--- src/rtl/gem_score_tracker.sv ---
// Typed gem collection with blink-out, saturating BCD score drain, and gem/score pixel overlays.
// Score and collect_pulse are registered; the draw outputs are combinational from DrawX/DrawY and state.
module gem_score_tracker #(
   parameter int GEM_COUNT    = 8,
   parameter int GEM_W        = 24,
   parameter int GEM_H        = 19,
   parameter int SCORE_DIGITS = 2,
   parameter int SCORE_X      = 300,
   parameter int SCORE_Y      = 40,
   parameter int BLINK_FRAMES = 12
) (
   input  logic                      Clk,
   input  logic                      Reset,
   input  logic                      level_restart,
   input  logic                      frame_tick,
   input  logic [9:0]                DrawX,
   input  logic [9:0]                DrawY,
   input  logic [10*GEM_COUNT-1:0]   gem_x,
   input  logic [10*GEM_COUNT-1:0]   gem_y,
   input  logic [GEM_COUNT-1:0]      gem_is_ice,
   input  logic signed [15:0]        player1_top,
   input  logic signed [15:0]        player1_bottom,
   input  logic signed [15:0]        player1_left,
   input  logic signed [15:0]        player1_right,
   input  logic signed [15:0]        player2_top,
   input  logic signed [15:0]        player2_bottom,
   input  logic signed [15:0]        player2_left,
   input  logic signed [15:0]        player2_right,
   input  logic [7:0]                font_data,
   output logic                      is_gem,
   output logic [8:0]                gem_rom_addr,
   output logic                      gem_pix_ice,
   output logic                      is_score,
   output logic [10:0]               font_addr,
   output logic                      score_pixel,
   output logic [4*SCORE_DIGITS-1:0] score_bcd,
   output logic                      collect_pulse,
   output logic                      all_collected
);
   localparam logic [1:0] ACTIVE = 2'd0;
   localparam logic [1:0] BLINK  = 2'd1;
   localparam logic [1:0] GONE   = 2'd2;
   localparam logic signed [15:0] GW = 16'(GEM_W);
   localparam logic signed [15:0] GH = 16'(GEM_H);

   logic [1:0]               state     [GEM_COUNT];
   logic [1:0]               state_nxt [GEM_COUNT];
   logic [3:0]               blink_cnt [GEM_COUNT];
   logic [3:0]               blink_nxt [GEM_COUNT];
   logic [GEM_COUNT-1:0]     pending;
   logic [GEM_COUNT-1:0]     pend_set;
   logic [GEM_COUNT-1:0]     drain_bit;
   logic [GEM_COUNT-1:0]     visible;
   logic [4*SCORE_DIGITS-1:0] score_inc;
   logic                     carry;
   logic                     all_nines;
   logic                     all_left;
   logic [10:0]              offx, offy, sx, sy;
   logic [3:0]               digit;

   function automatic logic overlaps(input logic signed [15:0] l, input logic signed [15:0] r,
                                     input logic signed [15:0] t, input logic signed [15:0] b,
                                     input logic [9:0] gx, input logic [9:0] gy);
      logic signed [15:0] x0, y0;
      x0 = $signed({6'b0, gx});
      y0 = $signed({6'b0, gy});
      return (r > x0) && (l < x0 + GW) && (b > y0) && (t < y0 + GH);
   endfunction

   always_ff @(posedge Clk) begin
      if (Reset || level_restart) begin
         for (int i = 0; i < GEM_COUNT; i++) begin
            state[i]     <= ACTIVE;
            blink_cnt[i] <= 4'd0;
         end
         pending       <= '0;
         score_bcd     <= '0;
         collect_pulse <= 1'b0;
         all_collected <= 1'b0;
      end else begin
         for (int i = 0; i < GEM_COUNT; i++) begin
            state[i]     <= state_nxt[i];
            blink_cnt[i] <= blink_nxt[i];
         end
         // A freshly set bit never collides with the drained one: each gem enters BLINK once.
         pending       <= (pending & ~drain_bit) | pend_set;
         collect_pulse <= |pending;
         if (|pending && !all_nines)
            score_bcd <= score_inc;
         all_collected <= all_left;
      end
   end

   always_comb begin
      for (int i = 0; i < GEM_COUNT; i++) begin
         state_nxt[i] = state[i];
         blink_nxt[i] = blink_cnt[i];
         pend_set[i]  = 1'b0;
         case (state[i])
            ACTIVE: begin
               if (gem_is_ice[i] ? overlaps(player2_left, player2_right, player2_top, player2_bottom,
                                            gem_x[10*i +: 10], gem_y[10*i +: 10])
                                 : overlaps(player1_left, player1_right, player1_top, player1_bottom,
                                            gem_x[10*i +: 10], gem_y[10*i +: 10])) begin
                  state_nxt[i] = BLINK;
                  blink_nxt[i] = 4'(BLINK_FRAMES);
                  pend_set[i]  = 1'b1;
               end
            end
            BLINK: begin
               if (frame_tick) begin
                  blink_nxt[i] = blink_cnt[i] - 4'd1;
                  if (blink_cnt[i] == 4'd1)
                     state_nxt[i] = GONE;
               end
            end
            default: ;
         endcase
      end
   end

   always_comb begin
      drain_bit = pending & (~pending + GEM_COUNT'(1));
      all_left  = 1'b1;
      for (int i = 0; i < GEM_COUNT; i++)
         if (state[i] == ACTIVE)
            all_left = 1'b0;
      score_inc = score_bcd;
      carry     = 1'b1;
      all_nines = 1'b1;
      for (int d = 0; d < SCORE_DIGITS; d++) begin
         if (score_bcd[4*d +: 4] != 4'd9)
            all_nines = 1'b0;
         if (carry) begin
            if (score_bcd[4*d +: 4] == 4'd9) begin
               score_inc[4*d +: 4] = 4'd0;
            end else begin
               score_inc[4*d +: 4] = score_bcd[4*d +: 4] + 4'd1;
               carry = 1'b0;
            end
         end
      end
   end

   always_comb begin
      is_gem       = 1'b0;
      gem_rom_addr = 9'd0;
      gem_pix_ice  = 1'b0;
      offx         = 11'd0;
      offy         = 11'd0;
      // Scan high to low so the lowest-index hit is the one left standing.
      for (int i = GEM_COUNT - 1; i >= 0; i--) begin
         visible[i] = (state[i] == ACTIVE) || ((state[i] == BLINK) && !blink_cnt[i][1]);
         offx = {1'b0, DrawX} - {1'b0, gem_x[10*i +: 10]};
         offy = {1'b0, DrawY} - {1'b0, gem_y[10*i +: 10]};
         if (visible[i] && !offx[10] && (offx < 11'(GEM_W)) && !offy[10] && (offy < 11'(GEM_H))) begin
            is_gem       = 1'b1;
            gem_rom_addr = 9'(offx) + 9'(offy) * 9'(GEM_W);
            gem_pix_ice  = gem_is_ice[i];
         end
      end

      sx       = {1'b0, DrawX} - 11'(SCORE_X);
      sy       = {1'b0, DrawY} - 11'(SCORE_Y);
      is_score = !sx[10] && (sx < 11'(SCORE_DIGITS * 8)) && !sy[10] && (sy < 11'd16);
      digit    = 4'd0;
      for (int d = 0; d < SCORE_DIGITS; d++)
         if (sx[4:3] == 2'(d))
            digit = score_bcd[4*(SCORE_DIGITS-1-d) +: 4];
      font_addr   = is_score ? {7'h30 + {3'b000, digit}, sy[3:0]} : 11'd0;
      score_pixel = is_score & font_data[3'd7 - sx[2:0]];
   end
endmodule

--- config.mk ---
export PLATFORM = sky130hd
export DESIGN_NAME = gem_score_tracker
export DESIGN_NICKNAME = d
export VERILOG_FILES = /design/src/rtl/gem_score_tracker.sv
export SDC_FILE = /design/constraint.sdc
export NUM_CORES = 2
export LEC_CHECK = 0
export BUFFER_PORTS_ARGS = -buffer_cell sky130_fd_sc_hd__buf_2
export CAP_MARGIN = 10
export CORE_ASPECT_RATIO = 0.9
export CORE_UTILIZATION = 41
export CTS_CLUSTER_DIAMETER = 200
export DETAILED_ROUTE_END_ITERATION = 8
export GPL_ROUTABILITY_DRIVEN = 0
export PLACE_DENSITY = 0.63
export SLEW_MARGIN = 0
export SYNTH_ARGS = -nofsm -noshare
export SYNTH_HDL_FRONTEND = slang
export SYNTH_SLANG_ARGS = --single-unit
--- constraint.sdc ---
create_clock -name Clk -period 11.28 [get_ports Clk]
set_input_delay 0.564 -clock Clk [delete_from_list [all_inputs] [get_ports Clk]]
set_output_delay 0.564 -clock Clk [all_outputs]
set_load 0.1 [all_outputs]
==> flow_summary.json <==
{
  "status": "finished clean",
  "rows": 94,
  "worstMarginPinSlew_ps": 1110,
  "seq_area_um2": 1320,
  "worstRegToRegCells": 9,
  "io_buffers": 360,
  "ctsHoldBuffers": 0,
  "finalPower_mw": 2.62,
  "ctsResizeCount": 0,
  "hpwl_mm": 108,
  "cts_inserted_buffers": 9,
  "avgSynthCellArea_um2": 7.86,
  "path_common_cell": "o2111ai_1",
  "cp_cell_sequence": "buf_2 > inv_1 > fa_1 > nor2b_1 > o21ai_0 > xnor2_1 > ha_1 > a2111oi_2 > o2111ai_1 > a221o_1 > a2111oi_2 > o2111ai_1 > nor4_2 > nor2_1 > inv_1 > o2111ai_1 > a221oi_1 > buf_2",
  "fin_setup_tns_ps": 0,
  "synthArstFlopShare": 0,
  "cts_tree": "yes",
  "drv_slew": 0,
  "critPathLaunchType": "primary input",
  "setup_violations": 0,
  "max_freq_mhz": 138,
  "cts_sinks": 66,
  "min_period_ps": 7230,
  "r2r-start": "state[1][5]$_SDFFE_PP0P_",
  "grt_max_degree": 64,
  "rsz0062_at_grt": "false",
  "multiInputGateArea_um2": 27700,
  "wire_per_inst_um": 24.5,
  "synth_flop_cell": "dfxtp_1",
  "antenna_found_initial": 9,
  "grt_pass1_vias": 29300,
  "io_pins": 362,
  "synth_edf_count": 0,
  "viasPerCell": 6.14,
  "drt_iter0_drc": 2991,
  "synth_area_um2": 30400,
  "first_pass_iters": 5,
  "crit_type": "primary input to output port",
  "core_area_um2": 73300,
  "clk_latency_ps": 330,
  "netlist_instances": 3867,
  "cellLeakagePower_nw": 16.3,
  "finalHoldViolations": 0,
  "clock-root-buffer": "clkbuf_16",
  "ys_types": 83,
  "clk_pin_slew_ps": 60,
  "drc": 0,
  "ir_drop_mv": 0.0625,
  "powerDensity_nw_per_um2": 77.8,
  "rrSetupSlack_ps": 8820,
  "wl_mm": 127,
  "fill_cells": 7424,
  "ys_seq_area_frac": 0.0435,
  "slowest_delay_ps": 950,
  "post_cts_buffers": 0,
  "critPathRequiredTime_ps": 10720,
  "synthesis.nets": 5149,
  "drive_gt1_frac": 0.102,
  "fin_skew_ps": 9.52,
  "end_kind": "output port",
  "areaGrowthSynthToFinish_pct": 10.7,
  "fin_nets": 5490,
  "reg2reg_to": "blink_cnt[1][10]$_SDFFE_PP0P_",
  "overflow": 0,
  "grt_usage": 0.327,
  "vias": 31800,
  "grt_pass1_wl_mm": 184,
  "cp_max_fo": 9,
  "die_w_um": 289,
  "start_util": 0.415,
  "clockBufferDepth": 2,
  "die_area_um2": 75200,
  "drtAntennaViolNets": 0,
  "die_h_um": 260,
  "hold_class": "flop to flop",
  "maxSlewHeadroom": 0.259,
  "yosys_warnings": 0,
  "worstPathArrival_ps": 6660,
  "finalCritPeriodShare": 0.641,
  "cp-endpoint": "gem_rom_addr[5]",
  "synth_seq_cells": 66,
  "cp_slowest_cell": "a221oi_1",
  "htreeDepth": 3,
  "startpoint": "DrawY[1]",
  "maxCapViolCount": 0
}
## report_power, final
group          total [mW]  internal (mW)  leakage [nW]  switching, mW
Clock               0.290          0.180         0.150          0.110
Combinational        2.09          0.876          15.6           1.21
Sequential          0.239          0.236         0.532        0.00346
Total                2.62           1.29          16.3           1.33
## through the flow
step            util  std cells  hold WS [ps]  area [µm²]  worst slack [ps]
3_3_place_gp   0.455       5157           447       33300              4330
3_5_place_dp   0.455       5157           452       33300              4340
4_1_cts        0.459       5173           460       33600              4310
5_1_grt        0.459       5173           492       33600              3650
2_1_floorplan      -       3867           436       30400              4330
6_report       0.459       5176           460       33600              4050
## Yosys cell counts, drive strengths merged (8+ instances only)
master | instances | area share
and2 | 18 | 0.0037
dfxtp | 66 | 0.043
a21boi | 12 | 0.0030
nor3 | 106 | 0.017
mux2i | 29 | 0.0096
nand2b | 80 | 0.016
nor2b | 100 | 0.021
o31a | 18 | 0.0052
nor3b | 26 | 0.0064
or4 | 14 | 0.0035
o22ai | 15 | 0.0031
mux2 | 11 | 0.0041
inv | 322 | 0.040
o21ai | 254 | 0.042
o221ai | 11 | 0.0034
o2111ai | 37 | 0.011
a211o | 13 | 0.0037
buf | 9 | 0.0017
a21o | 121 | 0.030
xnor2 | 198 | 0.057
fa | 32 | 0.021
a31oi | 41 | 0.0084
nand3b | 8 | 0.0020
nor4b | 13 | 0.0037
nand2 | 160 | 0.020
nor4 | 43 | 0.0091
o32a | 8 | 0.0026
o21bai | 12 | 0.0030
or2 | 15 | 0.0031
o32ai | 8 | 0.0023
xor2 | 68 | 0.020
a2111oi | 19 | 0.0059
o21a | 106 | 0.026
o31ai | 11 | 0.0027
nand4 | 64 | 0.013
nor2 | 256 | 0.032
ha | 922 | 0.38
o211ai | 19 | 0.0047
clkbuf | 35 | 0.0043
a211oi | 38 | 0.0094
a21oi | 302 | 0.050
or3 | 27 | 0.0056
and3 | 13 | 0.0027
nand3 | 91 | 0.015
## layer usage
| layer | share of wire | track usage |
|---|---|---|
| met5 | 0.00055 | 0 |
| met4 | 0.036 | 0.108 |
| met3 | 0.11 | 0.0582 |
| met2 | 0.42 | 0.501 |
| met1 | 0.44 | 0.458 |
## worst max-delay path, delay by kind of cell
kind	cells	cell delay [ps]
compound gates	8	2540
xor+xnor	1	200
fa+ha+maj	2	830
buf+inv	4	1450
simple gates	3	1040
## layout make-up
class / instances / share of cell area
multi-input cells: 3435 / 0.823
diodes: 3 / 0.000223
repair buffers: 374 / 0.0567
clock buffers: 10 / 0.00710
inverters: 322 / 0.0359
clock inverters: 6 / 0.00216
well taps: 960 / 0.0357
flip-flops and latches: 66 / 0.0393
## layout by cell type (no fill, tap or decap), drive strengths merged, types with 32 or more instances in the layout
cell	Yosys	routed
dfxtp	66	66
nand3	91	91
xor2	68	68
fa	32	32
xnor2	198	198
nand4	64	64
nand2	160	160
o2111ai	37	37
ha	922	922
nand2b	80	80
nor2	256	256
a21o	121	121
buf	9	374
inv	322	325
nor4	43	43
o21a	106	106
nor2b	100	100
a21oi	302	302
a211oi	38	38
a31oi	41	41
o21ai	254	254
nor3	106	106
## state kept, by name, indices dropped and copies added (netlist names)
name	cells
blink_cnt	32
state	16
pending	8
score_bcd	8
all_collected	1
collect_pulse	1
## cell families (layout without fill, tap and decap cells)
logic type               after synthesis  in the layout  share of synthesized area
AO/OA/AOI/OAI                       1120           1120                      0.239
XOR/XNOR                             266            266                     0.0767
adder cells (fa/ha/maj)              954            954                      0.401
buffers and inverters                366            712                     0.0458
flip-flops                            66             66                     0.0435
multiplexers                          42             42                     0.0151
other                                  1              4                   0.000123
AND/OR/NAND/NOR                     1052           1052                      0.179
## how the worst min path moves through the flow
stage               slack [ps]                   from               endpoint  cells past startpoint
finish                     460  pending[7]$_SDFF_PP0_  pending[7]$_SDFF_PP0_                      2
global route               490  pending[7]$_SDFF_PP0_  pending[7]$_SDFF_PP0_                      2
CTS                        460  pending[7]$_SDFF_PP0_  pending[7]$_SDFF_PP0_                      2
detailed placement         450  pending[7]$_SDFF_PP0_  pending[7]$_SDFF_PP0_                      2
global placement           450  pending[7]$_SDFF_PP0_  pending[7]$_SDFF_PP0_                      2
floorplan                  440  pending[7]$_SDFF_PP0_  pending[7]$_SDFF_PP0_                      2
Power figures use the tool's default switching activity.
